==> src/rtl/noc_route_split.sv <==
// Routing stage: decodes each packet's destination field and steers it into a local (port 0)
// or forward (port 1) FIFO, each feeding one input of the downstream merge.
module noc_route_split #(
    parameter int unsigned WIDTH    = 49,
    parameter int unsigned ADDR_LSB = 41,
    parameter int unsigned ADDR_W   = 4,
    parameter int unsigned MY_ADDR  = 0,
    parameter int unsigned DEPTH    = 2,
    parameter int unsigned CNT_W    = 16
) (
    input  logic             clk_i,
    input  logic             rst_ni,
    input  logic             in_valid_i,
    output logic             in_ready_o,
    input  logic [WIDTH-1:0] in_data_i,
    output logic             out0_valid_o,
    input  logic             out0_ready_i,
    output logic [WIDTH-1:0] out0_data_o,
    output logic             out1_valid_o,
    input  logic             out1_ready_i,
    output logic [WIDTH-1:0] out1_data_o,
    output logic [CNT_W-1:0] cnt0_o,
    output logic [CNT_W-1:0] cnt1_o
);

    localparam int unsigned PtrW = $clog2(DEPTH);

    logic [ADDR_W-1:0] dest;
    logic              sel;
    logic [1:0]        full;
    logic [1:0]        out_valid;
    logic [1:0]        out_ready;
    logic [WIDTH-1:0]  out_data [2];
    logic [CNT_W-1:0]  cnt      [2];

    assign dest       = in_data_i[ADDR_LSB +: ADDR_W];
    assign sel        = (dest == ADDR_W'(MY_ADDR)) ? 1'b0 : 1'b1;
    // A full target blocks the input even when the other queue has room.
    assign in_ready_o = rst_ni && !full[sel];
    assign out_ready  = {out1_ready_i, out0_ready_i};

    for (genvar n = 0; n < 2; n++) begin : g_port
        logic [WIDTH-1:0] mem_q [DEPTH];
        logic [PtrW:0]    wptr_q, wptr_d;
        logic [PtrW:0]    rptr_q, rptr_d;
        logic [CNT_W-1:0] cnt_q, cnt_d;
        logic             empty;
        logic             push;
        logic             pop;

        assign empty   = (wptr_q == rptr_q);
        assign full[n] = (wptr_q[PtrW] != rptr_q[PtrW]) &&
                         (wptr_q[PtrW-1:0] == rptr_q[PtrW-1:0]);
        assign push    = in_valid_i && in_ready_o && (sel == 1'(n));
        assign pop     = !empty && out_ready[n];

        assign out_valid[n] = !empty;
        // Mask the head so stale storage never shows after reset or drain.
        assign out_data[n]  = empty ? '0 : mem_q[rptr_q[PtrW-1:0]];
        assign cnt[n]       = cnt_q;

        always_comb begin
            wptr_d = wptr_q;
            rptr_d = rptr_q;
            cnt_d  = cnt_q;
            if (push) begin
                wptr_d = wptr_q + (PtrW+1)'(1);
            end
            if (pop) begin
                rptr_d = rptr_q + (PtrW+1)'(1);
                if (cnt_q != '1) begin
                    cnt_d = cnt_q + CNT_W'(1);
                end
            end
        end

        always_ff @(posedge clk_i) begin
            if (!rst_ni) begin
                wptr_q <= '0;
                rptr_q <= '0;
                cnt_q  <= '0;
            end else begin
                wptr_q <= wptr_d;
                rptr_q <= rptr_d;
                cnt_q  <= cnt_d;
                if (push) begin
                    mem_q[wptr_q[PtrW-1:0]] <= in_data_i;
                end
            end
        end
    end

    assign out0_valid_o = out_valid[0];
    assign out1_valid_o = out_valid[1];
    assign out0_data_o  = out_data[0];
    assign out1_data_o  = out_data[1];
    assign cnt0_o       = cnt[0];
    assign cnt1_o       = cnt[1];

endmodule

==> config.mk <==
export PLATFORM = sky130hd
export DESIGN_NAME = noc_route_split
export DESIGN_NICKNAME = d
export VERILOG_FILES = /design/src/rtl/noc_route_split.sv
export SDC_FILE = /design/constraint.sdc
export NUM_CORES = 1
export LEC_CHECK = 0
export ABC_AREA = 0
export ABC_CLOCK_PERIOD_IN_PS = 3400
export BUFFER_PORTS_ARGS = -buffer_cell sky130_fd_sc_hd__buf_4
export CORE_ASPECT_RATIO = 0.6
export CORE_MARGIN = 1
export CORE_UTILIZATION = 35
export CTS_BUF_LIST = sky130_fd_sc_hd__clkbuf_16
export CTS_CLUSTER_DIAMETER = 100
export DETAILED_ROUTE_END_ITERATION = 8
export GPL_ROUTABILITY_DRIVEN = 0
export PLACE_DENSITY = 0.69
export SYNTH_ARGS = -nofsm -noshare
export SYNTH_HDL_FRONTEND = slang
export SYNTH_SLANG_ARGS = --single-unit
==> constraint.sdc <==
create_clock -name clk_i -period 3.4 [get_ports clk_i]
set_input_delay 0.34 -clock clk_i [delete_from_list [all_inputs] [get_ports clk_i]]
set_output_delay 0.34 -clock clk_i [all_outputs]
set_load 0.02 [all_outputs]
Word level (Yosys, flattened, before mapping)
Memories as Yosys holds them, arrays and structs flattened. A register that Yosys moved wholly into a read port is not among the register bits.
Index checks and enable logic that the tools add are counted.
- register bits after elaboration: 40
- logic and storage cells: 52
- memories kept: 2
- bits in writable memories: 196
- memories (name ; words ; bits a word ; read ports ; clocked after memory_dff ; write ports ; RTL line ; source):
    g_port[0].mem_q ; 2 ; 49 ; 1 ; 1 ; 1 ; 43 ; logic [WIDTH-1:0] mem_q [DEPTH];
    g_port[1].mem_q ; 2 ; 49 ; 1 ; 1 ; 1 ; 43 ;
- eq/ne operators: 8
- magnitude comparators: 1
- $add $sub $neg: 6
- mux-type cells: 15
- reduce and logical (&&, ||, !) cells: 14
- operators with widths (kind ; count):
    $mux W49 ; 2
    $add A16 B1 Y16 const B ; 2
    $ne A16 B16 Y1 const B ; 2
    $mux W1 ; 13
    $add A2 B1 Y2 const B ; 4
    $logic_and A1 B1 Y1 ; 8
    $eq A2 B2 Y1 ; 2
    $logic_not A4 Y1 ; 1
    $reduce_and A2 Y1 ; 2
    $logic_not A1 Y1 ; 3
    $eq A1 B1 Y1 ; 2
    $lt A1 B2 Y1 const B ; 1
    $ne A1 B1 Y1 ; 2

Longest topological paths before layout
Gate-level depths: netlist (run 1).
- word-level depth: 11
- gate-level depth with buffers: 6
- depth with buffers taken out: 5

Worst setup path after synthesis (run 1)
OpenSTA, ideal clock, no wires.
- path kind: input-to-reg
- from: input in_data_i[42]
- to: memory g_port[0].mem_q[0][0], enable pin
- data required time: 2944 ps
- path slack: -105 ps
- buffers on the path: 0
- arrival: 3049 ps
- stages: 3
- setup time: 456 ps
- cells stage by stage: nor4_1 o211ai_1 nor2_1
- cells in the longest elaborated chain, start to end: 10
- ends and longest elaborated chain (what ; RTL line ; source):
    start, declared ; 15 ; input logic [WIDTH-1:0] in_data_i,
    $logic_not A4 Y1 * ; 37 ; assign sel = (dest == ADDR_W'(MY_ADDR)) ? 1'b0 : 1'b1;
    $mux W1 (not written as such) (2 in a row) ; 39 ; assign in_ready_o = rst_ni && !full[sel];
    $logic_not A1 Y1 ; 39 ;
    $logic_and A1 B1 Y1 ; 39 ;
    $logic_and A1 B1 Y1 ; 54 ; assign push = in_valid_i && in_ready_o && (sel == 1'(n));
    $logic_and A1 B1 Y1 * ; 54 ;
    $mux W1 * ; 86 ; if (push) begin
    $mux W1 * ; 78 ; if (!rst_ni) begin
    $mux W1 (not written as such) * ; 87 ; mem_q[wptr_q[PtrW-1:0]] <= in_data_i;
    end, declared ; 43 ;
Mark *: on every way between the ends. The rest lies on a longest branch, timed or not. The select of a mux whose other input is x is not followed.

Worst setup path after layout (run 1)
- from: register g_port[0].wptr_q[0]
- to: output out0_data_o[4]
- cells in the longest elaborated chain, start to end: 2
- ends and longest elaborated chain (what ; RTL line ; source):
    start, declared ; 44 ; logic [PtrW:0] wptr_q, wptr_d;
    start signal, assigned ; 83 ; wptr_q <= wptr_d;
    $eq A2 B2 Y1 ; 51 ; assign empty = (wptr_q == rptr_q);
    $mux W49 ; 59 ; assign out_data[n] = empty ? '0 : mem_q[rptr_q[PtrW-1:0]];
    end, declared ; 18 ; output logic [WIDTH-1:0] out0_data_o,
No other way between the ends.

==> results, run 1 <==
- The flow ran to the end, and the final reports show no timing, DRC or antenna violations.
- In this run the remaining antenna-violating nets after routing total 0.
- The met1 routed wirelength after detailed routing is roughly 11 mm.
- The required time of the critical path is between 3 and 4 ns.
- Using the TritonRoute via totals, the vias-per-cell ratio works out to between 4 and 5.
- The final setup violation count is 0.
- The die footprint is 28000 sq um.
- The die extent in x is between 200 and 250 um.
- A synthesized cell averages approximately 14 sq um.
- TritonCTS built the clock tree.
- The yosys synthesis warning count is 0.
- In this run the tightest slew margin relative to its limit is 0.271.
- The number of buffers created by CTS is 23.
- Among all stages on the critical path, the largest delay is contributed by sky130_fd_sc_hd__xor2_1.
- The pin count of the biggest net entering global routing is about 50.
- The worst hold path begins at in_data_i[18].
- The maximum fanout along the worst path is 32.
- The number of filler instances in the final layout is ~2400.
- The net count reported at finish is between 900 and 1000.
- The via count of the first global-routing pass came to 5665.
- Data arrives at the worst endpoint at around 2.5 ns.
- The count of routing violations after the opening detailed-route iteration is ~400.
- The setup total negative slack is 0 ns.
- The largest total area in the synthesized netlist belongs to sky130_fd_sc_hd__edfxtp_1.
- The final count of pins violating max slew was 0.
- For this run, design rule violations remaining after detail routing come to 0.
- By instance count, the cell type seen most on the critical path is sky130_fd_sc_hd__buf_4.
- The count of placed standard cells in the final layout, fillers left out is approximately 1300.
- Routed signal wires occupy layers up through met4.
- The beginning of the critical path is g_port[0].wptr_q[0]$_SDFFE_PN0P_.
- The first-pass GRT wire length is about 33 mm.
- The routed length on met3 is about 1.4 mm.
- The synthesized netlist cell count is 672.
- The number of nets handed over by synthesis was ~730.
- Detailed placement finished with a half-perimeter wire length of approximately 14 mm.
- The chip height is 130 um.
- Once the clock tree was built, the setup fixing pass inserted 0 buffers.
- In this run the cell area of the synthesized design comes to approximately 9600 sq um.
- Setup repair after global routing left no endpoint under its margin.
- Together, buffers and inverters on the worst path number 2.
- The pre-antenna-repair detailed-routing pass consisted of 7 iterations.
- The final hold violation count is 0.
- In this run, synthesis produced a sequential element count of about 240.
- The power after layout is 0.00688 W.
- Walking the worst path, the cells encountered are xor2_1, nor2_4, buf_4, nor2_1, buf_4.
- The share of layout cells above drive strength 1 is 0.278.
- The share of the Yosys chip area taken by registers is 0.704.
- Wires add up to around 22 mm.
- The max-capacitance violation count is 0.
- Summed over all layers, the global routing overflow is 0.
- The clock reaches the later pin of the worst-skew pair after ~0.52 ns.
- After clock tree synthesis, the clock-pin slew on the worst setup and hold paths is roughly 0.060 ns.
- The worst setup path is launched from a flop.
- The core region area is roughly 27000 sq um.
- The floorplan has 46 rows.
- The largest vdd supply drop is 0.369 mV.
- In the global route stage, overall resource usage came out at 0.152.
- For this configuration, the core starts out at a cell density of 0.359.
- Between clock sinks in the finished design, the worst skew comes to about 0.025 ns.
- The antenna diode count is 0.
- The worst setup path is captured at a primary output.
- In the finished design, the share of the clock period the worst path needs comes to 0.839.
- Port buffering added roughly 190 buffers.
- The share of synthesized area in the top cell type comes to 0.616.
- The number of top-level design ports is 187.
- The worst hold path belongs to the class in2reg.
- The time the worst path needs with I/O delays and setup is around 2.9 ns.
- Yosys attributes the largest share of cell area to sky130_fd_sc_hd__edfxtp_1 (62%), sky130_fd_sc_hd__mux2i_1 (11%), sky130_fd_sc_hd__dfxtp_1 (8.8%).
- In this run the register-to-register setup slack is ~1.1 ns.
- The number of antenna violations at the first check in global routing came to 0.
- The longest clock path from root to sink contains 3 buffers.
- On the worst path, the slowest cell contributes a delay of approximately 0.55 ns.
- For this run, the top clock speed supported by timing is roughly 350 MHz.
- After detailed routing, the average wire length per cell comes to around 17 um.
- The kind of cell adding the most delay to the critical path is XOR/XNOR gates.
- The power density over cell area is 560 nW/um^2.
- CTS saw roughly 240 sinks.
- The transition time of the tightest slew-check pin is between 1 and 1.5 ns.
- Compared with the post-synthesis result, the final layout area differs by 28.5%.
- Wire segments on met2 add up to just over 9 mm in the final route.
- The analysis attributes to cell leakage a power of around 4.3 nW.
- The placed cell count is ~1200.
- The cell chosen for the clock root is sky130_fd_sc_hd__clkbuf_16.
- The H-tree depth is 1.
- The launching point of the worst reg2reg path is g_port[1].wptr_q[0]$_SDFFE_PN0P_.
- Yosys mapped the design onto 43 distinct sky130hd cell types.
- The class of the most critical setup path is reg2out.
- The routed via count is 6081.
## power breakdown
| part | internal [W] | switching (W) | total (W) |
|---|---|---|---|
| sequential | 0.00322 | 0.000108 | 0.00333 |
| clock | 0.00146 | 0.00107 | 0.00253 |
| combinational | 0.000426 | 0.000593 | 0.00102 |
| total | 0.00511 | 0.00177 | 0.00688 |
## final cells by class
class | instances | area, sq um | area share
timing repair buffer | 205 | 1600 | 0.130
clock inverter | 19 | 174 | 0.0142
tap | 360 | 450 | 0.0367
multi-input combinational | 396 | 2720 | 0.221
clock buffer | 23 | 576 | 0.0469
sequential | 238 | 6730 | 0.548
inverter | 9 | 33.8 | 0.00275
## metrics by stage
step | setup WS (ns) | hold WS (ns) | cell area, sq um | util
floorplan | -0.105 | 0.439 | 9560 | -
global placement | 1.02 | 0.485 | 11400 | 0.430
detailed placement | 0.953 | 0.496 | 11400 | 0.430
CTS | 0.504 | 0.00132 | 12300 | 0.461
global route | 0.388 | 0.00160 | 12300 | 0.462
finish | 0.548 | 0.0216 | 12300 | 0.462
## cells in the final DEF (no fill, tap or decap), drive strengths merged, types with 2 or more instances in the layout
master / n
edfxtp: 196
buf: 195
nor2: 111
mux2i: 107
dfxtp: 42
a21oi: 24
clkbuf: 23
nand2: 20
o31ai: 17
or4: 16
inv: 14
nand4: 11
dlygate4sd3: 10
o21ai: 9
nand3: 8
nand2b: 8
clkinv: 8
or3: 7
xor2: 7
nor4: 6
xnor2: 5
a211oi: 5
and4: 5
nor3: 4
and2: 4
and3: 4
o211ai: 4
o2111ai: 4
clkinvlp: 3
bufinv: 3
or2: 2
ha: 2
## cells in the mapped netlist, drive strengths merged
library cell and n:
a211oi 5, o31a 1, dfxtp 42, or4 16, o2111ai 4, or2 2, nor2 111, edfxtp 196
o211ai 4, and4 5, mux2i 107, xor2 7, ha 2, a21oi 24, inv 9, nor4 6
o211a 1, or3 7, nand4 11, nand2 20, and3 4, nor4b 1, or3b 1, nor3 4
o21a 1, o21ai 9, nand2b 8, xnor2 5, o31ai 17, o221a 1, and2 4, clkbuf 24
nand3 8, buf 5
## path summary, 6_finish.rpt
kind | to | cells past startpoint
worst min register to register | cnt1_o[14]$_SDFFE_PN0P_ | 2
worst max register to register | g_port[1].mem_q[1][39]$_DFFE_PP_ | 5
worst min-delay path | g_port[0].mem_q[1][18]$_DFFE_PP_ | 1
worst max-delay path | out0_data_o[4] | 5
## routing by layer
layer  vias to the layer above  GRT usage
met5                         -          0
met1                      2909      0.226
met2                       203      0.222
met3                        32     0.0366
li1                       2937          -
met4                         0     0.0355
## registers in the layout, summed over array words and instances (netlist names), named ones only
| register | flops |
|---|---|
| g_port.rptr_q | 4 |
| cnt0_o | 16 |
| cnt1_o | 16 |
| g_port.wptr_q | 4 |
| g_port.mem_q | 196 |
## worst reg2reg max path: stages, from the launching register on
cell	delay [ns]
sky130_fd_sc_hd__dfxtp_1	0.42
sky130_fd_sc_hd__xor2_2	0.14
sky130_fd_sc_hd__buf_4	0.19
sky130_fd_sc_hd__o2111ai_1	0.21
sky130_fd_sc_hd__inv_2	0.70
sky130_fd_sc_hd__buf_4	0.39
## logic make-up after synthesis
logic type,Yosys count,share of synthesized area
and+or+nand+nor,208,0.105
DFF,238,0.704
muxes,107,0.112
adders and majority gates,2,0.00262
xor gates and xnor gates,12,0.0126
AOI/OAI and AO/OA,67,0.0487
buffers and inverters,38,0.0153
## repair_timing
item | CTS | global route
hold endpoints to repair | 20 | 7
resized for setup | 0 | 0
hold buffers | 7 | 3
(Power assumes the default switching activity.)
==> inputs of run 2 (changes only) <==
--- a/config.mk
+++ b/config.mk
@@ -5,8 +5,8 @@
 export SDC_FILE = /design/constraint.sdc
 export NUM_CORES = 1
 export LEC_CHECK = 0
-export ABC_AREA = 0
-export ABC_CLOCK_PERIOD_IN_PS = 3400
+export ABC_AREA = 1
+export ABC_CLOCK_PERIOD_IN_PS = 2800
 export BUFFER_PORTS_ARGS = -buffer_cell sky130_fd_sc_hd__buf_4
 export CORE_ASPECT_RATIO = 0.6
 export CORE_MARGIN = 1
@@ -15,7 +15,7 @@
 export CTS_CLUSTER_DIAMETER = 100
 export DETAILED_ROUTE_END_ITERATION = 8
 export GPL_ROUTABILITY_DRIVEN = 0
-export PLACE_DENSITY = 0.69
+export PLACE_DENSITY = 0.67
 export SYNTH_ARGS = -nofsm -noshare
 export SYNTH_HDL_FRONTEND = slang
 export SYNTH_SLANG_ARGS = --single-unit
==> constraint.sdc (replaced) <==
create_clock -name clk_i -period 2.8 [get_ports clk_i]
set_input_delay 0.28 -clock clk_i [delete_from_list [all_inputs] [get_ports clk_i]]
set_output_delay 0.28 -clock clk_i [all_outputs]
set_load 0.02 [all_outputs]
==> run 2 against run 1 <==
Compared with the run above:
- cell area rose by 3.2%
- hold slack improved by 0.032 ns
- clock-buffer cell count rose by 2
- flip-flop and latch count did not move
- sequential power rose by 18%
- area after synthesis rose by 0.55%
- first-iteration DRC count rose by 35%
- critical path depth rose by 3
- utilization rose by 1.3 points
- sequential share of layout area fell by 1.7 points
- die area rose by 0.54%
- clock skew fell by 0.015 ns
- largest power group unchanged
==> results, run 2 <==
- The CTS sink count is 238 (unchanged).
- The cell accounting for the most synthesized area is sky130_fd_sc_hd__edfxtp_1.
- The ratio of routed vias to standard cells is 4.81 (-1.1%).
- The endpoint of the lowest-slack register-to-register path is g_port[1].mem_q[1][1]$_DFFE_PP_.
- Leaving out fill and tap cells, the most frequent cell in the layout is sky130_fd_sc_hd__nand2_1.
- The H-tree depth came to 1 (unchanged).
- The clock slew at the register clock pins of the worst setup and hold paths is 0.07 ns (about the same).
- The DRC violation count after routing came to 0 (unchanged).
- The number of storage elements in the synthesis netlist is 238 (unchanged).
- The final setup violation count is 0 (unchanged).
- The register area share after synthesis is 0.700 (-0.00385).
- The average size of a mapped cell was 10.9 sq um (-24%).
- The setup fix buffers added after clock tree synthesis is 0 (unchanged).
- Dividing the final minimum period by the clock period gives 0.895.
- The tree is rooted in a sky130_fd_sc_hd__clkbuf_16.
- The chip height was 130 um (+0.27%).
- The via count of the first global-routing pass is 6507 (+15%).
- The setup total negative slack came to 0 ns (unchanged).
- The max-capacitance violation count is 0 (unchanged).
- The final count of pins violating max slew was 0 (unchanged).
- The critical path is of the reg2out type.
- The core region area was 26700 sq um (+0.43%).
- Setup repair after global routing left no endpoint under its margin.
- The depth of the worst register-to-register path is 7 (+2).
- The beginning of the critical path is g_port[1].wptr_q[0]$_SDFFE_PN0P_.
- The clock latency of the later-clocked register in the worst-skew pair is 0.52 ns (about the same).
- The wire length after detailed routing is 25.4 mm (+18%).
- The area share of the largest cell type after synthesis is 0.612 (-0.00337).
- The critical path goes through inv_2, nand2_1, nand2_1, nand3_2, inv_2, buf_4, a21oi_1, buf_4.
- TritonCTS built the clock tree.
- The post-synthesis cell type count is 31 (-28%).
- Sorting the synthesized cells by area gives the leading types as sky130_fd_sc_hd__edfxtp_1 (61%), sky130_fd_sc_hd__nand2_1 (12%), sky130_fd_sc_hd__dfxtp_1 (8.7%).
- The count of flip-flops with a built-in enable after synthesis is 196 (unchanged).
- The launching point of the worst reg2reg path is g_port[1].wptr_q[0]$_SDFFE_PN0P_.
- The worst setup path is launched from a flop.
- The flow ran to the end, and the final reports show no timing, DRC or antenna violations.
- The routed length on met3 came to 2.00 mm (+39%).
- The synthesized netlist cell count is 884 (+32%).
- The net count reported at finish is 1176 (+27%).
- The smallest setup slack after layout was 0.294 ns (-0.255 ns).
- The stage delay of the slowest cell on the critical path is 0.36 ns (-0.19 ns).
- The relative max-transition margin is 0.582 (+0.311).
- The yosys synthesis warning count came to 0 (unchanged).
- The placement-stage cell area is 11500 sq um (+0.26%).
- The area growth from synthesis to layout is 31.9%.
- The maximum fanout along the worst path is 19 (-41%).
- The number of top-level design ports is 187 (unchanged).
- The starting utilization of the core area is 0.360 (+0.000418).
- The required time of the critical path is 2.52 ns (-0.54 ns).
- The routed via count came to 7195 (+18%).
- The share of layout cells above drive strength 1 was 0.236 (-0.0412).
- In this run the top signal layer used is met4.
- The number of flip-flops under the largest register name is 196 (unchanged).
- The worst slack at placement came to 0.700 ns (-0.253 ns).
- The power after layout is 0.00808 W (+17%).
- The met1 routed wirelength after detailed routing was 12.7 mm (+18%).
- The post-cts hold buffer count is 49 (+42).
- Following the worst setup path forward leads to its endpoint at out1_data_o[11].
- The wire length on met2 came to 10.4 mm (+15%).
- The count of routing violations after the opening detailed-route iteration is 543 (+35%).
- Sorting the synthesized cells by how often they occur yields sky130_fd_sc_hd__nand2_1 (299), sky130_fd_sc_hd__edfxtp_1 (196), sky130_fd_sc_hd__a21oi_1 (131), sky130_fd_sc_hd__nor2_1 (46), sky130_fd_sc_hd__dfxtp_1 (42).
- The routed wirelength normalized by instance count is 17.0 um (-1.7%).
- The worst clock skew on the final layout is 0.0101 ns (-0.0150 ns).
- The main flop type after synthesis is sky130_fd_sc_hd__edfxtp_1.
- The time the worst path needs with I/O delays and setup is roughly 2.5 ns.
- The maximum clock insertion buffer count is 3 (unchanged).
- The post-route cell area is 12700 sq um (+3.2%).
- The quantity of I/O buffers inserted on ports is 186 (unchanged).
- In the post-synthesis netlist, the cell with the most instances is sky130_fd_sc_hd__nand2_1.
- The number of buffers created by CTS is 24 (+4.3%).
- In the layout the commonest cells are sky130_fd_sc_hd__nand2_1 (298), sky130_fd_sc_hd__buf_4 (197), sky130_fd_sc_hd__edfxtp_1 (196).
- The number of search-and-repair iterations in the first detailed-routing pass came to 5 (-2).
- The die footprint came to 28100 sq um (+0.54%).
- The final antenna-violating net count is 0 (unchanged).
- The standby leakage power was 4.87 nW (+13%).
- The number of rows created at floorplan is 46 (unchanged).
- The worst hold-check path type is in2reg.
- The signal arrival time at the worst endpoint came to 2.23 ns (-0.28 ns).
- The critical path capture point type is a primary output.
- The first-pass GRT wire length was 38.2 mm (+17%).
- The number of filler instances in the final layout is 2417 (+0.21%).
- The die extent in x is 216 um (+0.27%).
- The final hold violation count is 0 (unchanged).
- The net count after synthesis is 940 (+29%).
- The post-CTS resize count is 0 (unchanged).
- The total overflow reported by the global router is 0 (unchanged).
- On the critical path, the stage with the largest delay is an instance of sky130_fd_sc_hd__dfxtp_2.
- For this run, the top clock speed supported by timing is about 400 MHz.
- The power density over cell area is 637 nW/um^2 (+14%).
- The combined global-route utilization of all metal layers is 0.177 (+0.0257).
- The cell area after technology mapping was 9610 sq um (+0.55%).
- The largest vdd supply drop is 0.447 mV (+21%).
- The share of flip-flops with an asynchronous set or reset is 0 (unchanged).
- The transition time of the tightest slew-check pin is 0.623 ns (-0.461 ns).
- The worst hold path begins at out0_ready_i.
- The placed wire-length estimate after detailed placement is 16.3 mm (+16%).
- The worst setup slack for register-to-register paths is 0.76 ns (-0.29 ns).
- The number of antenna violations at the first check in global routing is 2 (+2).
- The pin count of the biggest net entering global routing was 50 (-2.0%).
[run 2: cell types whose count changed after synthesis, sizes merged, moves of 6 or more]
| cell | previous run | this run |
|---|---|---|
| nand2 | 20 | 308 |
| a21oi | 24 | 133 |
| mux2i | 107 | 0 |
| nor2 | 111 | 49 |
| inv | 9 | 41 |
| nand3 | 8 | 25 |
| o31ai | 17 | 0 |
| or4 | 16 | 0 |
| nand2b | 8 | 0 |
| buf | 5 | 12 |
| or3 | 7 | 0 |
| nor3 | 4 | 10 |
[run 2: worst max-delay path, delay by kind of cell, from the launching register on]
| family | cells | cell delay (ns) |
|---|---|---|
| DFF | 1 | 0.36 |
| buffers and inverters | 4 | 0.95 |
| AOI/OAI and AO/OA | 1 | 0.12 |
| and+or+nand+nor | 3 | 0.28 |
[run 2: power by group]
| group | leakage, nW | total [W] | internal (W) | switching [W] |
|---|---|---|---|---|
| registers | 2.12 | 0.00394 | 0.00391 | 0.0000295 |
| clock network | 0.367 | 0.00299 | 0.00169 | 0.00130 |
| logic | 2.39 | 0.00115 | 0.000405 | 0.000740 |
| total | 4.87 | 0.00808 | 0.00601 | 0.00207 |
[run 2: layout make-up]
cell class / count / area [sq um] / area share
Clock inverter: 15 / 92.6 / 0.00730
Timing Repair Buffer: 249 / 2030 / 0.160
Multi-Input combinational cell: 564 / 2570 / 0.203
Antenna cell: 2 / 5.00 / 0.000395
Clock buffer: 25 / 626 / 0.0493
Inverter: 43 / 166 / 0.0131
Sequential cell: 238 / 6730 / 0.531
Tap cell: 360 / 450 / 0.0355
[run 2: worst min path at each step]
stage	slack, ns	endpoint	cells past startpoint
after detailed placement	0.49	g_port[0].mem_q[1][10]$_DFFE_PP_	1
after global placement	0.47	g_port[0].rptr_q[1]$_SDFFE_PN0P_	2
final	0.05	flop	3
after CTS	0.04	flop	3
after floorplan	0.38	g_port[0].mem_q[0][0]$_DFFE_PP_	0
after global routing	0.05	g_port[1].rptr_q[0]$_SDFFE_PN0P_	3
[run 2: cell families after synthesis]
kind of cell / after synthesis / share of synthesized area
AND/OR/NAND/NOR: 406 / 0.173
flip-flops: 238 / 0.700
AO/OA/AOI/OAI: 144 / 0.0758
buffers and inverters: 82 / 0.0374
XOR/XNOR: 12 / 0.0109
adder cells (fa/ha/maj): 2 / 0.00260
[run 2: metrics by stage]
stage	instances	utilization	hold slack, ns
floorplan	884	-	0.379
global placement	1405	0.429	0.474
detailed placement	1405	0.429	0.486
CTS	1494	0.475	0.0375
global route	1496	0.475	0.0491
finish	1496	0.475	0.0537
[run 2: layer usage]
| metal | track usage | vias up |
|---|---|---|
| li1 | - | 3489 |
| met5 | 0 | - |
| met2 | 0.249 | 283 |
| met3 | 0.0368 | 23 |
| met4 | 0.0224 | 0 |
| met1 | 0.283 | 3400 |
